==> src/rtl/muldiv_unit.sv <==
// Iterative 32-cycle multiply/divide unit holding the architectural HI/LO pair.
// Shift-add multiply and restoring divide run on magnitudes; signs are applied in FIX.
module muldiv_unit #(
  parameter int unsigned WIDTH = 32
) (
  input  logic             clk,
  input  logic             rst_n,
  input  logic             start,
  input  logic [1:0]       op,
  input  logic [WIDTH-1:0] a,
  input  logic [WIDTH-1:0] b,
  input  logic             wr_hi,
  input  logic             wr_lo,
  input  logic [WIDTH-1:0] wr_data,
  output logic [WIDTH-1:0] hi,
  output logic [WIDTH-1:0] lo,
  output logic             busy,
  output logic             done
);

  localparam int unsigned CW = $clog2(WIDTH);
  localparam int unsigned PW = 2 * WIDTH;
  localparam logic [CW-1:0] LAST = CW'(WIDTH - 1);

  typedef enum logic [1:0] {
    IDLE = 2'd0,
    CALC = 2'd1,
    FIX  = 2'd2
  } state_t;

  state_t          state;
  logic [CW-1:0]   cnt;
  logic            is_div;
  logic            qsign;
  logic            rsign;
  logic [WIDTH-1:0] opnd;
  // Multiply: running product. Divide: {partial remainder, dividend/quotient}.
  logic [PW-1:0]   prod;

  logic            a_neg;
  logic            b_neg;
  logic [WIDTH-1:0] a_mag;
  logic [WIDTH-1:0] b_mag;
  logic [WIDTH:0]   msum;
  logic [WIDTH:0]   shifted;
  logic             ge;
  logic [WIDTH-1:0] rem_nxt;
  logic [PW-1:0]    mul_nxt;
  logic [PW-1:0]    div_nxt;
  logic [PW-1:0]    fix_res;
  logic [WIDTH-1:0] hi_part;
  logic [WIDTH-1:0] lo_part;

  // Operand magnitudes; op[0]=1 marks the unsigned variants.
  always_comb begin
    a_neg = ~op[0] & a[WIDTH-1];
    b_neg = ~op[0] & b[WIDTH-1];
    a_mag = a_neg ? WIDTH'(~a + WIDTH'(1)) : a;
    b_mag = b_neg ? WIDTH'(~b + WIDTH'(1)) : b;
  end

  // One iteration of each algorithm plus the final sign correction.
  always_comb begin
    msum    = {1'b0, prod[PW-1:WIDTH]} + {1'b0, (prod[0] ? opnd : '0)};
    mul_nxt = {msum, prod[WIDTH-1:1]};

    shifted = {prod[PW-1:WIDTH], prod[WIDTH-1]};
    ge      = (shifted >= {1'b0, opnd});
    rem_nxt = ge ? WIDTH'(shifted - {1'b0, opnd}) : shifted[WIDTH-1:0];
    div_nxt = {rem_nxt, prod[WIDTH-2:0], ge};

    hi_part = prod[PW-1:WIDTH];
    lo_part = prod[WIDTH-1:0];
    if (is_div) begin
      fix_res = {(rsign ? WIDTH'(~hi_part + WIDTH'(1)) : hi_part),
                 (qsign ? WIDTH'(~lo_part + WIDTH'(1)) : lo_part)};
    end else begin
      fix_res = qsign ? PW'(~prod + PW'(1)) : prod;
    end
  end

  always_ff @(posedge clk) begin
    if (!rst_n) begin
      state  <= IDLE;
      cnt    <= '0;
      is_div <= 1'b0;
      qsign  <= 1'b0;
      rsign  <= 1'b0;
      opnd   <= '0;
      prod   <= '0;
      hi     <= '0;
      lo     <= '0;
      busy   <= 1'b0;
      done   <= 1'b0;
    end else begin
      done <= 1'b0;
      case (state)
        IDLE: begin
          if (start) begin
            state  <= CALC;
            busy   <= 1'b1;
            cnt    <= '0;
            is_div <= op[1];
            // Divide by zero keeps the quotient at all-ones; the remainder
            // re-signs to the original dividend.
            qsign  <= (op[1] && (b == '0)) ? 1'b0 : (a_neg ^ b_neg);
            rsign  <= a_neg;
            opnd   <= op[1] ? b_mag : a_mag;
            prod   <= op[1] ? {WIDTH'(0), a_mag} : {WIDTH'(0), b_mag};
          end else begin
            if (wr_hi) hi <= wr_data;
            if (wr_lo) lo <= wr_data;
          end
        end
        CALC: begin
          prod <= is_div ? div_nxt : mul_nxt;
          cnt  <= cnt + 1'b1;
          if (cnt == LAST) state <= FIX;
        end
        FIX: begin
          hi    <= fix_res[PW-1:WIDTH];
          lo    <= fix_res[WIDTH-1:0];
          done  <= 1'b1;
          busy  <= 1'b0;
          state <= IDLE;
        end
        default: state <= IDLE;
      endcase
    end
  end

endmodule

==> config.mk <==
export PLATFORM = sky130hd
export DESIGN_NAME = muldiv_unit
export DESIGN_NICKNAME = d
export VERILOG_FILES = /design/src/rtl/muldiv_unit.sv
export SDC_FILE = /design/constraint.sdc
export NUM_CORES = 1
export LEC_CHECK = 0
export ABC_AREA = 1
export BUFFER_PORTS_ARGS = -buffer_cell sky130_fd_sc_hd__buf_2
export CELL_PAD_IN_SITES_DETAIL_PLACEMENT = 0
export CELL_PAD_IN_SITES_GLOBAL_PLACEMENT = 1
export CORE_MARGIN = 8
export CORE_UTILIZATION = 40
export CTS_CLUSTER_DIAMETER = 150
export CTS_CLUSTER_SIZE = 10
export DETAILED_ROUTE_END_ITERATION = 6
export GPL_TIMING_DRIVEN = 0
export PLACE_DENSITY = 0.89
export SLEW_MARGIN = 0
export SYNTH_ARGS = -nofsm -noshare
export SYNTH_HDL_FRONTEND = slang
export SYNTH_SLANG_ARGS = --single-unit
==> constraint.sdc <==
create_clock -name clk -period 3.75 [get_ports clk]
set_clock_uncertainty 0.05 [all_clocks]
set_input_delay 0 -clock clk [delete_from_list [all_inputs] [get_ports clk]]
set_output_delay 0 -clock clk [all_outputs]
set_load 0.05 [all_outputs]
==> results of run 1 <==
[layout by cell type (no fill, tap or decap), types with 19 or more instances in the layout]
cell           netlist  layout
nand2_1            995     995
inv_1              439     439
nand3_1            278     278
o21ai_0            258     258
nor2_1             251     251
a21oi_1            223     223
buf_2               14     180
dfxtp_1            172     172
clkbuf_1            85      84
ha_1                70      70
xor2_1              64      64
nand4_1             45      45
dlygate4sd3_1        0      34
nor3_1              33      33
o211ai_1            25      25
nand3b_1            25      25
xnor2_1             22      22
a31oi_1             22      22
o21ai_1             20      20
buf_1               19      19
[metal layers]
layer	GRT usage [%]	wire length (um)	vias up
li1	-	-	10700
met1	40.5	34600	9925
met2	49.8	35500	1201
met3	5.97	8020	256
met4	18.5	5520	0
met5	0	0	-
[power breakdown]
group	total [mW]	switching (mW)	leakage, nW	internal [mW]
Clock	1.87	0.971	0.293	0.901
Sequential	2.13	0.183	1.41	1.95
Combinational	2.96	2.11	8.31	0.857
[sequential cells by signal, indices dropped and copies added (netlist names)]
register,cells
state,2
busy,1
lo,32
rsign,1
is_div,1
opnd,32
qsign,1
hi,32
prod,64
cnt,5
done,1
[worst paths after layout]
| kind | end | slack (ps) |
|---|---|---|
| setup / recovery | prod[61] | 430 |
| hold / removal | lo[14] | 7 |
| setup reg to reg | prod[61] | 430 |
| hold reg to reg | lo[0] | 420 |
[worst min-delay path: stages]
cell,delay [ps]
buf_2,100
nand2_1,140
o21ai_0,120
nand2_1,60
o21ai_0,60
[what timing repair did]
action / 4_1_cts / 5_1_grt
setup endpoints to repair: 0 / 10
hold buffers: 34 / 0
resized for setup: 0 / 0
hold endpoints to repair: 43 / 0
[area by class of cell]
cell class / instances / area, um2 / share of cell area (%)
repair buffers: 200 / 1170 / 5.82
multi-input cells: 2428 / 12000 / 59.4
diodes: 1 / 2.50 / 0.0124
flip-flops and latches: 172 / 3440 / 17.1
plain buffers: 120 / 487 / 2.42
clock inverters: 15 / 170 / 0.846
clock buffers: 17 / 425 / 2.12
inverters: 458 / 1720 / 8.55
well taps: 592 / 741 / 3.68
[logic make-up after synthesis]
logic type,after synthesis
AND/OR/NAND/NOR,1681
AO/OA/AOI/OAI,589
buffers and inverters,579
flip-flops,172
XOR/XNOR,86
adder cells (fa/ha/maj),72
[per-stage QoR]
step                      hold WS, ps  utilization (%)
after floorplan                   109                -
after global placement            238             43.7
after detailed placement          248             43.7
after CTS                        2.19             45.9
after global routing             16.7             45.9
final                            6.64             45.9
==> reports/results.ini, run 1 <==
[synth]
synth_area_leaders = nand2_1, dfxtp_1, inv_1
synthMuxAreaShare_pct = 0
syn_avg_cell_area_um2 = 5.54
synth_fp_nets = 3354
syn_inst = 3179
synth_top_family_by_area = simple AND/OR/NAND/NOR gates
netlist_area_mm2 = 0.0176
synth_most_common_cell = nand2_1
synthDistinctLibCells = 54
synth_common_cells = nand2_1, inv_1, nand3_1
seq_area_frac_synth_pct = 19.6
synth_xor_area_share_pct = 4.28
synth_flop_cell = dfxtp_1
synth-compound-area-share_pct = 17.9
synth-simple-area-share_pct = 40.5
synth_area_leader_cell = nand2_1
synth_enable_flop_cells = 0
synth_top_cell_area_share_pct = 21.2
async_reset_ff_share_pct = 0
synth_seq_cells = 172
synth-adder-area-share_pct = 5.20
synth_warnings = 0

[drt]
detail_route.iter0.violations = 2511
drt-pass1-iter-count = 7
routedWlPerCell_um = 20.9
ant_nets = 0
drcViolationCount = 10
via_per_inst = 5.52
routed_wirelength_um = 83600
vias = 22100

[cts]
clk_pin_slew_ps = 80
clk-insertion-delay-late_ps = 470
root_buffer = clkbuf_16
postCtsSetupRepairBufs = 0
cts_buffers = 17
h-tree-depth = 4
cts_tree = done
clockBufferDepth = 2
cts.sinks = 172

[finish]
stdcell_count = 4003
fin_area_mm2 = 0.0201
n_fill_cell = 4918
nets = 3572
drive_above_1_share_pct = 8.01
area_growth_pct = 14.2

[sta]
slew_viol_final = 0
rsz0062_at_grt = false
finalSetupTns_ps = 0
worstMarginPinSlew_ps = 1090
fin_crit_ps = 3320
finalWorstSetupSlack_ps = 430
fmax_mhz = 301
setup_viol = 0
hold_viol = 0
relSlewSlack_pct = 27.4
min_period_over_period_pct = 88.5

[worst_setup_path]
cp_slowest_stage_delay_ps = 490
start_kind = register
cp_slowest_cell = fa_1
crit_type = register to register
endpoint_kind = register
worstPathRequired_ps = 4030
worstReg2RegStart = prod[0]
crit_start = prod[0]
ff2ff_path_depth = 16
crit_top_cell = nand2_1
critPathBufInv = 3
path_depth = 16
cp_cell_sequence = buf_2 > nand2_1 > inv_1 > ha_1 > inv_1 > fa_1 > o21ai_0 > nand2_1 > nand2_1 > nand2_1 > nand2_1 > nand2_1 > nand3_1 > nand3_1 > nand3_1 > a21oi_1
crit_fanout = 17
arrival_ps = 3600
cpLargestDelayFamily = simple AND/OR/NAND/NOR gates

[min_path]
hold_path_depth = 5
hold_path_class = input pin to register
hp-start = wr_data[14]

[placement]
place_ws_ps = 75.6
place_congestion = 1.02
placed_area_mm2 = 0.0192
hpwl_um = 69700
placed_cells = 3937
numPortBuffers = 166

[grt]
grt_pass1_wl_um = 123000
grt_max_degree = 20
grt_overflow = 0
antenna_found_initial = 1
grt_pass1_vias = 20200
grt_util_all_layers_pct = 31.8

[flow_run]
maxCapViolations = 0

[power]
p_leak_nw = 10.0
p_total_mw = 6.96
power.density_mw_per_mm2 = 346
irDropWorstVdd_mv = 0.285

[floorplanning]
coreArea_mm2 = 0.0438
fp.dieH_um = 226
initial_core_util_pct = 40.2
rows = 77
dieArea_mm2 = 0.0510
die_w_um = 226
io_pins = 169

[run_status]
violations = design-rule violations
status = finished with violations

(Power assumes the default switching activity.)
==> inputs of run 2 (changes only) <==
--- a/config.mk
+++ b/config.mk
@@ -6,7 +6,7 @@
 export NUM_CORES = 1
 export LEC_CHECK = 0
 export ABC_AREA = 1
-export BUFFER_PORTS_ARGS = -buffer_cell sky130_fd_sc_hd__buf_2
+export CAP_MARGIN = 20
 export CELL_PAD_IN_SITES_DETAIL_PLACEMENT = 0
 export CELL_PAD_IN_SITES_GLOBAL_PLACEMENT = 1
 export CORE_MARGIN = 8
@@ -14,8 +14,9 @@
 export CTS_CLUSTER_DIAMETER = 150
 export CTS_CLUSTER_SIZE = 10
 export DETAILED_ROUTE_END_ITERATION = 6
+export DONT_BUFFER_PORTS = 1
 export GPL_TIMING_DRIVEN = 0
-export PLACE_DENSITY = 0.89
+export PLACE_DENSITY = 0.85
 export SLEW_MARGIN = 0
 export SYNTH_ARGS = -nofsm -noshare
 export SYNTH_HDL_FRONTEND = slang
==> run 2 against run 1 <==
The flow now finishes without violations. Setup slack got worse by 140 ps. Largest power group unchanged. Total power grew 0.97%. Critical path depth increased by 3. Largest cell class unchanged.
==> reports/results.ini, run 2 (same netlist as run 1, synthesis figures left out) <==
[finish]
area_growth_pct = 13.5
final_cell_mix = nand2_1, inv_1, nand3_1
largest_reg_flops = 64
drive_above_1_share_pct = 3.23
nets = 3477
utilization_pct = 45.6
fin_area_mm2 = 0.0200
final_common_cell = nand2_1
largest-register = prod
n_fill_cell = 4877

[drt]
vias = 22000
via_per_inst = 5.62
ant_nets = 0
routedWlPerCell_um = 23.3
routed_wirelength_um = 90900
drt-pass1-iter-count = 7
drcViolationCount = 0
detail_route.iter0.violations = 2515

[floorplanning]
dieArea_mm2 = 0.0510
die_w_um = 226
initial_core_util_pct = 40.2
fp.dieH_um = 226
coreArea_mm2 = 0.0438
io_pins = 169
rows = 77

[worst_setup_path]
path_depth = 19
crit_top_cell = nand2_1
worstReg2RegStart = prod[0]
cp_slowest_cell = clkbuf_1
cp_slowest_stage_delay_ps = 460
cpLargestDelayFamily = simple AND/OR/NAND/NOR gates
r2r_end = prod[53]
endpoint_kind = register
crit_start = prod[0]
start_kind = register
critPathBufInv = 4
ff2ff_path_depth = 19
reg2reg_slack_ps = 290
crit_type = register to register
cp_cell_sequence = buf_2 > clkbuf_1 > nand2_1 > inv_1 > ha_1 > nand2_1 > o21ai_0 > nand2_1 > nand2_1 > nand2_1 > nand2_1 > nand2_1 > nand2_1 > nand2_1 > nand3_1 > nand2_1 > inv_1 > nand2_1 > a21oi_1
crit_fanout = 17
arrival_ps = 3830
worstPathRequired_ps = 4120

[sta]
fin_crit_ps = 3460
worstMarginPinSlew_ps = 1170
hold_viol = 0
fmax_mhz = 289
finalWorstSetupSlack_ps = 286
slew_viol_final = 0
hold_slack_ps = 22.0
rsz0062_at_grt = false
finalSetupTns_ps = 0
relSlewSlack_pct = 21.2
min_period_over_period_pct = 92.4
setup_viol = 0

[placement]
place_ws_ps = 6.59
place_congestion = 1.05
hpwl_um = 75400
placed_area_mm2 = 0.0183
numPortBuffers = 0

[grt]
grt_overflow = 0
grt_max_degree = 20
antenna_found_initial = 0
grt_pass1_vias = 20200
grt_pass1_wl_um = 131000
grt_util_all_layers_pct = 34.6

[min_path]
hold_path_depth = 4
hold_path_class = input pin to register
hp-start = b[15]
min_delay_worst_endpoint = prod[15]

[cts]
clockBufferDepth = 2
clk-insertion-delay-late_ps = 500
post_cts_resized = 0
postCtsSetupRepairBufs = 0
clk_pin_slew_ps = 80
h-tree-depth = 4
root_buffer = clkbuf_16
cts.sinks = 172
cts_buffers = 17
cts_tree = done

[power]
power.density_mw_per_mm2 = 352
irDropWorstVdd_mv = 0.273
p_leak_nw = 9.57

[flow_run]
maxCapViolations = 0

[run_status]
status = finished, final reports clean

[run 2: cell types whose count changed in the layout (fill, tap and decap cells not counted), sizes merged]
cell / previous run / this run
buf: 202 / 36
clkinvlp: 0 / 1
dlygate4sd3: 34 / 105
inv: 462 / 461
[run 2: report_power, final]
| group | switching [mW] | internal [mW] |
|---|---|---|
| Sequential | 0.307 | 1.95 |
| Clock | 0.975 | 0.898 |
| Combinational | 2.04 | 0.865 |
| Total | 3.32 | 3.71 |
[run 2: worst max-delay path by stage]
stage / slack (ps) / to
3_5_place_dp: 7 / prod[53]
3_3_place_gp: 50 / prod[53]
5_1_grt: 10 / prod[53]
4_1_cts: 340 / prod[53]
2_1_floorplan: 1090 / prod[53]
6_report: 290 / prod[53]
[run 2: layout make-up]
class / instances / area, um2 / share of cell area (%)
Clock buffer: 17 / 425 / 2.13
Buffer: 120 / 487 / 2.43
Inverter: 458 / 1720 / 8.60
Tap cell: 592 / 741 / 3.71
Antenna cell: 1 / 2.50 / 0.0125
Timing Repair Buffer: 105 / 1050 / 5.26
Clock inverter: 15 / 169 / 0.845
Multi-Input combinational cell: 2428 / 12000 / 59.8
Sequential cell: 172 / 3440 / 17.2
[run 2: metal layers]
metal | share of wire, % | wire length, um | up-vias | GRT usage [%]
li1 | - | - | 10500 | -
met1 | 41 | 37100 | 10000 | 43.0
met2 | 44 | 39900 | 1162 | 55.0
met3 | 9.4 | 8580 | 228 | 7.83
met4 | 5.9 | 5350 | 0 | 19.1
met5 | 0 | 0 | - | 0
[run 2: stage by stage]
| stage | power [mW] | std cells |
|---|---|---|
| finish | 7.03 | 3908 |
| global route | 7.37 | 3907 |
| CTS | 6.95 | 3907 |
| detailed placement | 4.99 | 3771 |
| global placement | 4.98 | 3771 |
| floorplan | 4.03 | 3179 |
[run 2: repair_timing]
action                                 4_1_cts  5_1_grt
setup endpoints to repair                    1        0
hold buffers                               105        0
endpoints found under the hold margin      119        0
[run 2: worst register-to-register path: cells and delay by family (launching register included)]
kind                     cells  cell delay (ps)
AO/OA/AOI/OAI                2              560
adder cells (fa/ha/maj)      1              230
buffers and inverters        4             1090
flip-flops                   1              300
AND/OR/NAND/NOR             12             1160
